[src/rtl/hazard_forward_unit_pkg.sv]
// Shared types and constants for the hazard/forwarding controller:
// the per-stage tracking slot, the bubble value and select encoding helpers.
package hazard_forward_unit_pkg;

    // Slots store rd at a fixed width; narrower register addresses are zero-extended.
    localparam int RD_MAX_W = 8;

    typedef struct packed {
        logic                valid;
        logic [RD_MAX_W-1:0] rd;
        logic                reg_write;
        logic                mem_read;
    } slot_t;

    localparam slot_t SLOT_BUBBLE = '{valid: 1'b0, rd: '0, reg_write: 1'b0, mem_read: 1'b0};

    localparam int SEL_REGFILE = 0;

    function automatic int sel_width(input int stages);
        return $clog2(stages + 1);
    endfunction

endpackage

[src/rtl/hazard_slot_pipe.sv]
// Shift register of in-flight instruction slots: slot 0 is EX, slot k is EX+k.
// The caller decides whether a real entry or a bubble is inserted each clock.
module hazard_slot_pipe
    import hazard_forward_unit_pkg::*;
#(
    parameter int DEPTH = 3
) (
    input  logic                    clock,
    input  logic                    reset,
    input  slot_t                   entry,
    output slot_t [DEPTH-1:0]       slots
);

    always_ff @(posedge clock or posedge reset) begin
        if (reset) begin
            for (int k = 0; k < DEPTH; k++) begin
                slots[k] <= SLOT_BUBBLE;
            end
        end else begin
            slots[0] <= entry;
            for (int k = 1; k < DEPTH; k++) begin
                slots[k] <= slots[k-1];
            end
        end
    end

endmodule

[src/rtl/hazard_forward_unit.sv]
// Load-use stall detection and registered EX operand forwarding selects for
// a pipeline with FWD_STAGES forwarding sources after EX.
module hazard_forward_unit
    import hazard_forward_unit_pkg::*;
#(
    parameter int REG_ADDR_W    = 5,
    parameter int FWD_STAGES    = 2,
    parameter int LOAD_USE_DIST = 1,
    parameter int SEL_W         = sel_width(FWD_STAGES),
    parameter int CNT_W         = 16
) (
    input  logic                  clock,
    input  logic                  reset,
    input  logic                  id_valid,
    input  logic [REG_ADDR_W-1:0] id_rs,
    input  logic [REG_ADDR_W-1:0] id_rt,
    input  logic                  id_uses_rt,
    input  logic [REG_ADDR_W-1:0] id_rd,
    input  logic                  id_reg_write,
    input  logic                  id_mem_read,
    input  logic                  flush,
    output logic                  stall,
    output logic                  pc_write_en,
    output logic                  ifid_write_en,
    output logic                  idex_bubble,
    output logic [SEL_W-1:0]      forward_a,
    output logic [SEL_W-1:0]      forward_b,
    output logic [CNT_W-1:0]      stall_count
);

    localparam int DEPTH = FWD_STAGES + 1;

    slot_t [DEPTH-1:0] slots;
    slot_t             entry;
    logic              bubble_in;
    logic              load_hit;
    logic [SEL_W-1:0]  fwd_a_next;
    logic [SEL_W-1:0]  fwd_b_next;
    logic              slot_bits_unused;

    function automatic logic produces(input slot_t s, input logic [REG_ADDR_W-1:0] r);
        return s.valid && s.reg_write && (r != '0) && (s.rd == RD_MAX_W'(r));
    endfunction

    // Only loads still inside the load-use window can stall the ID instruction.
    always_comb begin
        load_hit = 1'b0;
        for (int k = 0; k < LOAD_USE_DIST; k++) begin
            if (slots[k].mem_read &&
                (produces(slots[k], id_rs) || (id_uses_rt && produces(slots[k], id_rt)))) begin
                load_hit = 1'b1;
            end
        end
    end

    assign stall         = id_valid && !flush && load_hit;
    assign pc_write_en   = !stall;
    assign ifid_write_en = !stall;
    assign idex_bubble   = stall || flush;
    assign bubble_in     = stall || flush || !id_valid;

    always_comb begin
        entry = SLOT_BUBBLE;
        if (!bubble_in) begin
            entry = '{valid: 1'b1, rd: RD_MAX_W'(id_rd),
                      reg_write: id_reg_write, mem_read: id_mem_read};
        end
    end

    hazard_slot_pipe #(
        .DEPTH (DEPTH)
    ) u_slot_pipe (
        .clock (clock),
        .reset (reset),
        .entry (entry),
        .slots (slots)
    );

    // Scanning from the oldest source down lets the youngest producer win.
    always_comb begin
        fwd_a_next = SEL_W'(SEL_REGFILE);
        fwd_b_next = SEL_W'(SEL_REGFILE);
        for (int j = FWD_STAGES; j >= 1; j--) begin
            if (produces(slots[j-1], id_rs)) begin
                fwd_a_next = SEL_W'(j);
            end
            if (id_uses_rt && produces(slots[j-1], id_rt)) begin
                fwd_b_next = SEL_W'(j);
            end
        end
    end

    always_ff @(posedge clock or posedge reset) begin
        if (reset) begin
            forward_a <= SEL_W'(SEL_REGFILE);
            forward_b <= SEL_W'(SEL_REGFILE);
        end else if (bubble_in) begin
            forward_a <= SEL_W'(SEL_REGFILE);
            forward_b <= SEL_W'(SEL_REGFILE);
        end else begin
            forward_a <= fwd_a_next;
            forward_b <= fwd_b_next;
        end
    end

    always_ff @(posedge clock or posedge reset) begin
        if (reset) begin
            stall_count <= '0;
        end else if (stall && (stall_count != {CNT_W{1'b1}})) begin
            stall_count <= stall_count + 1'b1;
        end
    end

    // The oldest slot and the high rd bits are tracked but never compared.
    assign slot_bits_unused = ^slots;

endmodule

[config.mk]
export PLATFORM = sky130hd
export DESIGN_NAME = hazard_forward_unit
export DESIGN_NICKNAME = d
export VERILOG_FILES = /design/src/rtl/hazard_forward_unit_pkg.sv /design/src/rtl/hazard_slot_pipe.sv /design/src/rtl/hazard_forward_unit.sv
export SDC_FILE = /design/constraint.sdc
export NUM_CORES = 1
export LEC_CHECK = 0
export ABC_AREA = 1
export CAP_MARGIN = 20
export CORE_MARGIN = 2
export CORE_UTILIZATION = 35
export CTS_BUF_LIST = sky130_fd_sc_hd__clkbuf_4 sky130_fd_sc_hd__clkbuf_8 sky130_fd_sc_hd__clkbuf_16
export CTS_CLUSTER_DIAMETER = 150
export CTS_CLUSTER_SIZE = 16
export DETAILED_ROUTE_END_ITERATION = 12
export PLACE_DENSITY = 0.69
export RECOVER_POWER = 25
export SLEW_MARGIN = 30
export SYNTH_ARGS = -nofsm -noshare
export SYNTH_HDL_FRONTEND = slang
export SYNTH_SLANG_ARGS = --single-unit
[constraint.sdc]
create_clock -name clock -period 2.5 [get_ports clock]
set_clock_uncertainty 0.15 [all_clocks]
set_input_delay 0.5 -clock clock [delete_from_list [all_inputs] [get_ports clock]]
set_output_delay 0.5 -clock clock [all_outputs]
set_load 0.02 [all_outputs]
==> results.txt <==
----------------------------------------------------
[Pwr]
  P_sw ... between 0.2 and 0.3 mW
  Fraction of power consumed by the clock network ... 36.5%
  Combinational cell fraction of total power ... 11.1%
  Power density cells ... 403 mW/mm^2
  Internal power ... 0.854 mW
  Sequential group share of total power ... between 50% and 60%
  Leakage component of the power ... 1.40 nW
  Switching share of power ... 23.3%
  Peak supply drop ... 173 uV

[Detailed routing]
  Total number of vias ... 1834
  First-pass detailed-route iteration total ... 4
  Wire length per cell ... 11.1 um
  DRC violation count after routing ... 0
  Iteration-0 DRC Markers ... 67
  Wire length after detailed routing ... 4440 um
  Number of nets with antenna violations after detailed routing ... 0
  Vias per Instance ... 4.57

[Clock network]
  Clock Root Buffer ... clkbuf_8
  CTS clock-pin slew for the worst setup and hold paths ... 0.07 ns
  Number of buffers added by the clock tree synthesis step ... 5
  Insertion delay of the later-clocked pin in the worst-skew pair ... about 0.28 ns
  TritonCTS clock tree ... yes
  Maximum clock path buffer count ... 2
  Sink count of the clock tree ... 35
  Number of hold buffers added after cts ... 0
  CTS H-tree depth ... 2

[Outcome]
  Run status ... complete, no violations

[Finish]
  Number of filler instances in the final layout ... approximately 530
  Number of diodes added for antenna fixing ... 0
  Proportion of layout cells with a drive suffix above 1 ... 18.8%
  Fin cells ... 401
  Net count reported at finish ... 352
  Area Growth Syn to Fin ... 38.5%

[GRT]
  Aggregate global-route resource usage ... 15.3%
  First-pass GRT wire length ... 7690 um
  Number of antenna violations at the first check in global routing ... 0
  Number of global-route vias before repair ... 1834
  Total gr overflow ... 0
  Largest net degree at the start of global routing ... 36

[Synthesis]
  Average size of a mapped cell ... 7.67 um^2
  Synth Area in XOR/XNOR ... 4.39%
  Area fraction in and, or, nand and nor cells after synthesis ... 37.2%
  Mux share of post-synthesis cell area ... 0%
  Area share of the largest cell type after synthesis ... 43.9%
  Post-synthesis share of cell area spent on full adders, half adders and majority gates ... less than 1%
  Most repeated cell in the gate-level netlist after synthesis ... nand2_1
  Post-synthesis sequential element count ... 35
  Post-synth top area cell ... dfrtp_1
  Top post-synthesis cells by area ... dfrtp_1 44%, nand2_1 17%, inv_1 7.3%, nor2_1 3.8%, nand3_1 3.5%
  Top post-synthesis cells by count ... 89 x nand2_1, 39 x inv_1, 35 x dfrtp_1
  Syn nets ... 283
  Post-synth top flop ... dfrtp_1
  Sequential cell area fraction in the yosys report ... 43.9%
  Number of instances in the synthesized netlist ... 260
  Proportion of synthesized flip-flops having asynchronous set or reset ... 100%
  Yosys Warn Count ... 0
  Compound-cell area share of the yosys netlist ... 4.33%
  Number of unique standard cell types used by synthesis ... 31
  Main combinational cell family by area after synthesis ... simple AND/OR/NAND/NOR gates
  Number of enable flip-flop cells after synthesis ... 0
  Post-Synthesis Cell Area ... 0.00199 mm^2

[Placed design]
  IO buf count ... 45
  Placed Cells incl. Taps ... 391
  Gpl congestion ... 0.841
  Hpwl dp ... ~3400 um

[Die]
  # IOs ... 46
  Initial Utilization ... a little over a third
  Chip height ... 79.5 um
  Horizontal die dimension ... 79.5 um
  Die area ... 0.00631 mm^2
  Site Rows ... 27
  Floorplan Core Area ... between 0.005 and 0.006 mm^2

[Hold path]
  Hold Path Origin ... u_slot_pipe.slots[1]
  Worst hold path class ... register to register

[Worst setup path]
  Maximum fanout along the worst path ... 6
  Startpoint kind of the worst setup timing path ... input port
  CP Capture Type ... primary output
  Start of the worst register-to-register path ... u_slot_pipe.slots[4]
  Critical Path Source ... id_uses_rt
  Endpoint required time on the critical path ... 1.85 ns
  Critical setup path kind ... input port to primary output
  Arrival time reported for the critical path endpoint ... around 1.8 ns

[STA]
  Number of hold violations in the final report ... 0
  Remaining max-slew budget at the tightest pin ... 42.0%
  Fmax ... between 0.4 and 0.5 GHz
  Setup repair after global routing missed its margin ... true
  Final-report setup violation count ... 0
  Final worst path period share ... 98.1%
  Post-Route Hold Slack ... 0.223 ns
  Tightest Pin Transition ... 0.869 ns
  Clock period minus worst slack ... around 2.5 ns
  Number of max-slew violations in the final report ... 0

[Job]
  Max-capacitance violation count ... 0

----------------------------------------------------
cells in the final DEF (no fill, tap or decap), types with 2 or more instances in the layout:
| master | netlist | layout |
|---|---|---|
| nand4_1 | 3 | 3 |
| nand3b_1 | 5 | 5 |
| inv_1 | 39 | 35 |
| nand3_1 | 14 | 14 |
| o22ai_1 | 2 | 2 |
| dfrtp_1 | 35 | 35 |
| buf_4 | 1 | 19 |
| buf_2 | 0 | 2 |
| xor2_1 | 4 | 4 |
| xnor2_1 | 6 | 6 |
| inv_2 | 0 | 4 |
| nor2_4 | 2 | 2 |
| clkbuf_8 | 0 | 6 |
| nand2_2 | 3 | 4 |
| clkdlybuf4s50_1 | 0 | 32 |
| nor3_1 | 3 | 3 |
| o21ai_0 | 4 | 4 |
| nor2_2 | 10 | 12 |
| nand2_4 | 1 | 2 |
| a21oi_1 | 6 | 6 |
| nand2_1 | 89 | 87 |
| dlymetal6s2s_1 | 0 | 4 |
| nor2_1 | 20 | 18 |
| dlygate4sd2_1 | 0 | 4 |
metal layers:
layer | vias up | global-route usage [%] | routed length, um
li1 | 929 | - | -
met5 | - | 0 | 0
met4 | 0 | 5.17 | 53
met3 | 7 | 3.51 | 249
met1 | 854 | 18.1 | 1920
met2 | 44 | 27.3 | 2210
timing repair:
action | in CTS | in global routing
buffers inserted | 0 | 3
resized for setup | 23 | 14
cloned | 0 | 0
setup endpoints to repair | 4 | 4
pin swaps | 1 | 3
worst max-delay path: stages:
cell and delay (ns):
clkdlybuf4s50_1 0.48, a21boi_2 0.15, nand2_1 0.06, nor2_1 0.12, nand2_2 0.10, nand2_4 0.11, nand2_8 0.08, inv_6 0.06
buf_4 0.13
power by group through the flow:
stage	Combinational (mW)	Clock (mW)	Sequential, mW
after detailed placement	0.124	0	0.594
after global placement	0.124	0	0.594
after CTS	0.123	0.426	0.583
final	0.123	0.406	0.584
after floorplan	0.0570	0	0.592
after global routing	0.138	0.446	0.584
stage by stage:
stage          util (%)  TNS (ns)  worst slack, ns  power, mW  instance area (um^2)
6_report           50.1         0           0.0478       1.11                  2760
5_1_grt            50.1  -0.00318         -0.00318       1.17                  2760
3_5_place_dp       47.9     -1.84           -0.485      0.719                  2640
4_1_cts            49.2         0           0.0121       1.13                  2710
3_3_place_gp       47.9     -1.78           -0.474      0.718                  2640
2_1_floorplan         -         0            0.501      0.649                  1990
cell type report:
| type | instances | area [um^2] | area share, % |
|---|---|---|---|
| inverter | 40 | 155 | 5.62 |
| tap | 72 | 90.1 | 3.26 |
| clock inverter | 1 | 5.00 | 0.181 |
| sequential | 35 | 876 | 31.7 |
| multi-input combinational | 182 | 947 | 34.3 |
| timing repair buffer | 65 | 604 | 21.9 |
| clock buffer | 6 | 82.6 | 2.99 |
final timing paths:
kind                                    endpoint  slack, ns  cells after the start
min in group asynchronous   u_slot_pipe.slots[2]       0.76                      3
min reg2reg                u_slot_pipe.slots[12]       0.22                      0
max in group asynchronous  u_slot_pipe.slots[16]       0.89                      3
max reg2reg                       stall_count[4]       0.62                     13
min                        u_slot_pipe.slots[12]       0.22                      0
max                                        stall       0.05                      9
logic make-up (layout without fill, tap and decap cells):
family | count (synthesis) | count (layout)
flip-flops | 35 | 35
AO/OA/AOI/OAI | 15 | 15
XOR/XNOR | 10 | 10
AND/OR/NAND/NOR | 156 | 156
adder cells (fa/ha/maj) | 1 | 1
buffers and inverters | 43 | 112
state kept, by name, summed over array words and instances, names as in the netlist:
register and cells:
forward_a 2, u_slot_pipe.slots 15, stall_count 16, forward_b 2
No activity file was read; power rests on OpenSTA's default activity.
